`config.mk`:
```
export PLATFORM = sky130hd
export DESIGN_NAME = inst_loader
export DESIGN_NICKNAME = d
export VERILOG_FILES = /design/src/rtl/inst_loader.sv
export SDC_FILE = /design/constraint.sdc
export NUM_CORES = 1
export LEC_CHECK = 0
export CAP_MARGIN = 20
export CORE_MARGIN = 2
export CORE_UTILIZATION = 50
export DETAILED_ROUTE_END_ITERATION = 8
export PLACE_DENSITY = 0.71
export SKIP_LAST_GASP = 1
export SYNTH_ARGS = -nofsm -noshare
export SYNTH_HDL_FRONTEND = slang
export SYNTH_SLANG_ARGS = --single-unit
```
`constraint.sdc`:
```
create_clock -name clock -period 6.4 [get_ports clock]
set_input_delay 1.92 -clock clock [delete_from_list [all_inputs] [get_ports clock]]
set_output_delay 1.92 -clock clock [all_outputs]
set_load 0.05 [all_outputs]
```
`src/rtl/inst_loader.sv`:
```
// Program loader: packs 16-bit stream halfwords into a 16x32 instruction store and holds the
// processor until the load completes. Optional trailing checksum beat via INST_LOADER_CHECKSUM_EN.
module inst_loader #(
  parameter int unsigned DEPTH  = 16,
  parameter int unsigned AW     = 4,
  parameter logic [31:0] HALT_W = 32'hD800_0000
) (
  input  logic          clock,
  input  logic          reset,
  input  logic [15:0]   in_data,
  input  logic          in_valid,
  output logic          in_ready,
  input  logic          in_last,
  input  logic [AW-1:0] fetch_addr,
  output logic [31:0]   fetch_inst,
  output logic          proc_hold,
  output logic          load_done,
  output logic          load_err,
  output logic [AW:0]   word_count
);

`ifdef INST_LOADER_CHECKSUM_EN
  typedef enum logic [2:0] {StInit, StLoadHi, StLoadLo, StCheck, StDone, StErr} state_e;
`else
  typedef enum logic [2:0] {StInit, StLoadHi, StLoadLo, StDone, StErr} state_e;
`endif

  state_e            state_q, state_d;
  logic [15:0]       hi_q;
  logic [AW-1:0]     wr_ptr_q;
  logic [AW:0]       word_count_q;
  logic [DEPTH-1:0]  valid_q;
  logic              proc_hold_q, load_done_q, load_err_q;
  logic [31:0]       mem [DEPTH];
  logic              accept;
  logic              wr_en;
  logic              ptr_at_end;

`ifdef INST_LOADER_CHECKSUM_EN
  logic [15:0]       sum_q;
`endif

  always_comb begin
    in_ready = 1'b0;
    unique case (state_q)
      StLoadHi, StLoadLo: in_ready = 1'b1;
`ifdef INST_LOADER_CHECKSUM_EN
      StCheck:            in_ready = 1'b1;
`endif
      default:            in_ready = 1'b0;
    endcase
  end

  assign accept     = in_valid & in_ready;
  assign wr_en      = accept & (state_q == StLoadLo) & ~reset;
  assign ptr_at_end = (wr_ptr_q == AW'(DEPTH - 1));

  always_comb begin
    state_d = state_q;
    unique case (state_q)
      StInit: state_d = StLoadHi;
      StLoadHi: begin
        // A final beat landing on a high half means an odd halfword count.
        if (accept) state_d = in_last ? StErr : StLoadLo;
      end
      StLoadLo: begin
        if (accept) begin
          if (in_last) begin
`ifdef INST_LOADER_CHECKSUM_EN
            state_d = StCheck;
`else
            state_d = StDone;
`endif
          end else if (ptr_at_end) begin
            state_d = StErr;
          end else begin
            state_d = StLoadHi;
          end
        end
      end
`ifdef INST_LOADER_CHECKSUM_EN
      StCheck: begin
        if (accept) state_d = (in_data == sum_q) ? StDone : StErr;
      end
`endif
      StDone:  state_d = StDone;
      StErr:   state_d = StErr;
      default: state_d = StInit;
    endcase
  end

  always_ff @(posedge clock) begin
    if (reset) begin
      state_q      <= StInit;
      hi_q         <= '0;
      wr_ptr_q     <= '0;
      word_count_q <= '0;
      valid_q      <= '0;
      proc_hold_q  <= 1'b1;
      load_done_q  <= 1'b0;
      load_err_q   <= 1'b0;
    end else begin
      state_q     <= state_d;
      proc_hold_q <= (state_d != StDone);
      load_done_q <= (state_d == StDone);
      load_err_q  <= (state_d == StErr);
      if (accept && state_q == StLoadHi) hi_q <= in_data;
      if (wr_en) begin
        valid_q[wr_ptr_q] <= 1'b1;
        wr_ptr_q          <= wr_ptr_q + 1'b1;
        word_count_q      <= word_count_q + 1'b1;
      end
    end
  end

`ifdef INST_LOADER_CHECKSUM_EN
  always_ff @(posedge clock) begin
    if (reset) begin
      sum_q <= '0;
    end else if (accept && (state_q == StLoadHi || state_q == StLoadLo)) begin
      sum_q <= sum_q + in_data;
    end
  end
`endif

  // Storage is deliberately not reset; the valid bitmap masks stale entries.
  always_ff @(posedge clock) begin
    if (wr_en) mem[wr_ptr_q] <= {hi_q, in_data};
  end

  assign fetch_inst = valid_q[fetch_addr] ? mem[fetch_addr] : HALT_W;
  assign proc_hold  = proc_hold_q;
  assign load_done  = load_done_q;
  assign load_err   = load_err_q;
  assign word_count = word_count_q;

endmodule

```
==> results.md, run 1 <==
* Status: finished clean
* Fmax at 167.6 MHz
* Data required time at the worst endpoint at 4.48 ns
* # IOs at 65
* Critical Path Max Stage Delay at 0.61 ns
* CTS clk-pin slew, worst paths at 0.06 ns
* Starting Density at 50.57%
* Worst setup EP type: output pin
* Worst Clk Skew at 0.01877 ns
* Int Pwr at 0.005751 W
* Worst R2R Path Depth at 5
* Footprint of the multi-input gates at 4666 sq um
* Net Switching at 0.001435 W
* FF/Latch Area at 16320 sq um
* R2r endpoint: mem[4][2]
* Via density at 6.182
* Crit-path max FO at 10
* Dpl cell area at 22580 sq um
* Syn avg cell area at 20.67 sq um
* Mapped cell area at 21160 sq um
* CTS Buf Count at 53
* Critical path's slowest cell: mux4_2
* Worst skew pair latency at 0.56 ns
* Syn_nets at 1053
* Worst-case hold slack at 0.4553 ns
* Pre-CTS WS at 0.5091 ns
* Final TNS setup at 0 ns
* Most common cell in the synthesized netlist: edfxtp_1
* Synth unique cells at 38
* FILL cells at 3028
* Inserted Diodes at 0
* Post-route cell area at 24190 sq um
* # setup viols final at 0
* Max Cap Violations at 0
* Hold path startpoint: valid_q[15]
* Final Max Tran Viols at 0
* Post-synthesis sequential area ratio at 77.10%
* Min Tclk post-route at 5.967 ns
* Top post-synthesis cells by area: edfxtp_1 (73%), mux4_2 (14%), dfxtp_1 (4.4%)
* Final period util at 93.23%
* Total Wirelength at 45.39 mm
* Measured slew at the worst slew-check pin at 0.9220 ns
* Synth Warn # at 0
* Core region area at 41850 sq um
* Die H at 209.7 um
* Die area at 43990 sq um
* CTS root buffer: clkbuf_16
* Bufs and invs on worst path at 3
* DP HPWL at 24.32 mm
* Top cell type's share of synthesized area at 72.65%
* Crit path cell chain: clkbuf_8, mux4_2, a22o_1, nor2_4, buf_4, nand3b_1, buf_12
* Max VDD drop at 188.4 uV
* Final GP Congestion at 0.7339
* Grt total ovfl at 0
* Via Count at 10.47k
* Switch share at 19.97%
* Critical path startpoint category: input pin
* Number of cell rows at 75
* Seq pwr share at 55.9%
* Reg-to-reg setup timing slack at 3.44 ns
* Asr flop ratio synth at 0%
* Relative slew slack at 37.67%
* Initial antenna violation count at 3
* Comb pwr share at 3.7%
* Register bit count reported by yosys at 559
* Hold Path Sink: valid_q[15]
* Area added between synthesis and finish at 14.29%
* Synth Instances at 1024
* Critical R2R Launch: state_q[1]
* Clock Power Share at 40.4%
* Fin nets at 1144
* Port bufs at 64
* Initial DRC Count at 1127
* Clock Sinks at 559
* Largest net degree at the start of global routing at 77
* CP delay by family, top: buffers and inverters
* Final WS setup at 0.4332 ns
* Clk buf depth at 3
* Unrepaired setup endpoints after global routing: no
* Synth Flop Type: edfxtp_1
* Routed WL per cell at 26.81 um
* Post-route DRC at 0
* Post-synth EDFFs at 512
* Fraction of layout cells with a size suffix above 1 at 25.82%
* Final hold vios at 0
* Synth area leader: edfxtp_1
* PwrDens at 297.1 nW/um^2
* Vias in the first global route at 10.55k
* DRT Pass-1 Iters at 5
* Die X at 209.7 um
* Setup bufs post-CTS at 0
* Global-route wire length before repair at 67.01 mm
* WS Path Type: in2out
* Final core area utilization at 57.79%
* Total global-route track usage at 20.98%
* Worst EP arrival at 4.05 ns
* CTS tree: built
* Htree depth at 2
* Hold Buf Count CTS at 0
* Leakage at 7.518 nW
* Antenna viol nets, final at 0
* Hold WC Path Type: reg2reg
* Synth cell count leaders: edfxtp_1 (512), mux4_2 (132), a22oi_1 (64), a21oi_1 (59), dfxtp_1 (47)
* Worst Hold Depth at 2
* Post_cts resized at 0
[state kept, by name, indices dropped and copies added (netlist names)]
signal / flops
load_err: 1
state_q: 3
wr_ptr_q: 4
hi_q: 16
word_count: 5
load_done: 1
proc_hold: 1
mem: 512
valid_q: 16
[power by group through the flow]
| stage | Clock (W) | Sequential [W] | Combinational, W |
|---|---|---|---|
| after floorplan | 0 | 0.00408 | 0.000175 |
| after global placement | 0 | 0.00409 | 0.000263 |
| after detailed placement | 0 | 0.00410 | 0.000267 |
| after CTS | 0.00295 | 0.00402 | 0.000268 |
| after global routing | 0.00308 | 0.00402 | 0.000285 |
| final | 0.00290 | 0.00402 | 0.000265 |
[per-layer routing]
metal / GRT usage, % / vias to the layer above / share of wire (%)
li1: - / 4404 / -
met1: 29.58 / 5499 / 41
met2: 32.79 / 468 / 47
met3: 5.327 / 91 / 9.2
met4: 6.310 / 4 / 2.5
met5: 0 / - / 0.068
[cells by family (layout without fill, tap and decap cells)]
group	Yosys count	count (layout)	synth area share [%]
compound gates	134	134	4.032
xor+xnor	8	8	0.3311
fa+ha+maj	5	5	0.2956
buf+inv	67	197	1.514
flops	559	559	77.10
mux	134	134	14.15
simple gates	117	117	2.584
[final cells by class]
class,instances,area share [%]
clock buffer,70,5.913
clock inverter,24,0.7397
inverter,4,0.06208
multi-input combinational,398,19.29
sequential,559,67.46
tap,539,2.788
timing repair buffer,99,3.750
[through the flow]
stage / instances / power (W)
floorplan: 1024 / 0.004258
global route: 1693 / 0.007384
detailed placement: 1599 / 0.004362
finish: 1693 / 0.007185
CTS: 1693 / 0.007240
global placement: 1599 / 0.004355
[layout by cell type (no fill, tap or decap), drive strengths merged, types with 2 or more instances in the layout]
cell	Yosys	routed
nor2b	5	5
nand2	42	42
clkbuf	23	71
buf	40	69
nor4b	4	4
nand2b	3	3
bufinv	0	2
mux4	132	132
nand3b	6	6
a22oi	64	64
clkdlybuf4s50	0	29
a31oi	3	3
clkinv	0	15
nor3	6	6
o21ai	3	3
nand3	2	2
dfxtp	47	47
inv	4	5
nand4	3	3
a22o	2	2
nor2	41	41
ha	5	5
xnor2	4	4
clkinvlp	0	6
a21oi	59	59
edfxtp	512	512
xor2	4	4
[worst min-delay path, stage by stage, from the launching register on]
cell and delay (ns):
dfxtp_1 0.31, inv_1 0.05, a21oi_1 0.05
[how the worst max path moves through the flow]
| stage | start | endpoint | slack, ns | cells past startpoint |
|---|---|---|---|---|
| after CTS | fetch_addr[1] | fetch_inst[1] | 0.49 | 6 |
| after global placement | fetch_addr[0] | fetch_inst[30] | 0.48 | 7 |
| after detailed placement | fetch_addr[0] | fetch_inst[30] | 0.51 | 7 |
| after global routing | fetch_addr[0] | fetch_inst[30] | 0.39 | 7 |
| after floorplan | fetch_addr[2] | fetch_inst[10] | 0.77 | 6 |
| final | fetch_addr[0] | fetch_inst[30] | 0.43 | 7 |
(Power assumes the default switching activity.)
==> run 2: changes to the inputs <==
--- a/config.mk
+++ b/config.mk
@@ -5,6 +5,7 @@
 export SDC_FILE = /design/constraint.sdc
 export NUM_CORES = 1
 export LEC_CHECK = 0
+export ABC_CLOCK_PERIOD_IN_PS = 6400
 export CAP_MARGIN = 20
 export CORE_MARGIN = 2
 export CORE_UTILIZATION = 50
==> results of run 2 <==
The final DEF is identical to that of run 1; final timing and power are the same.
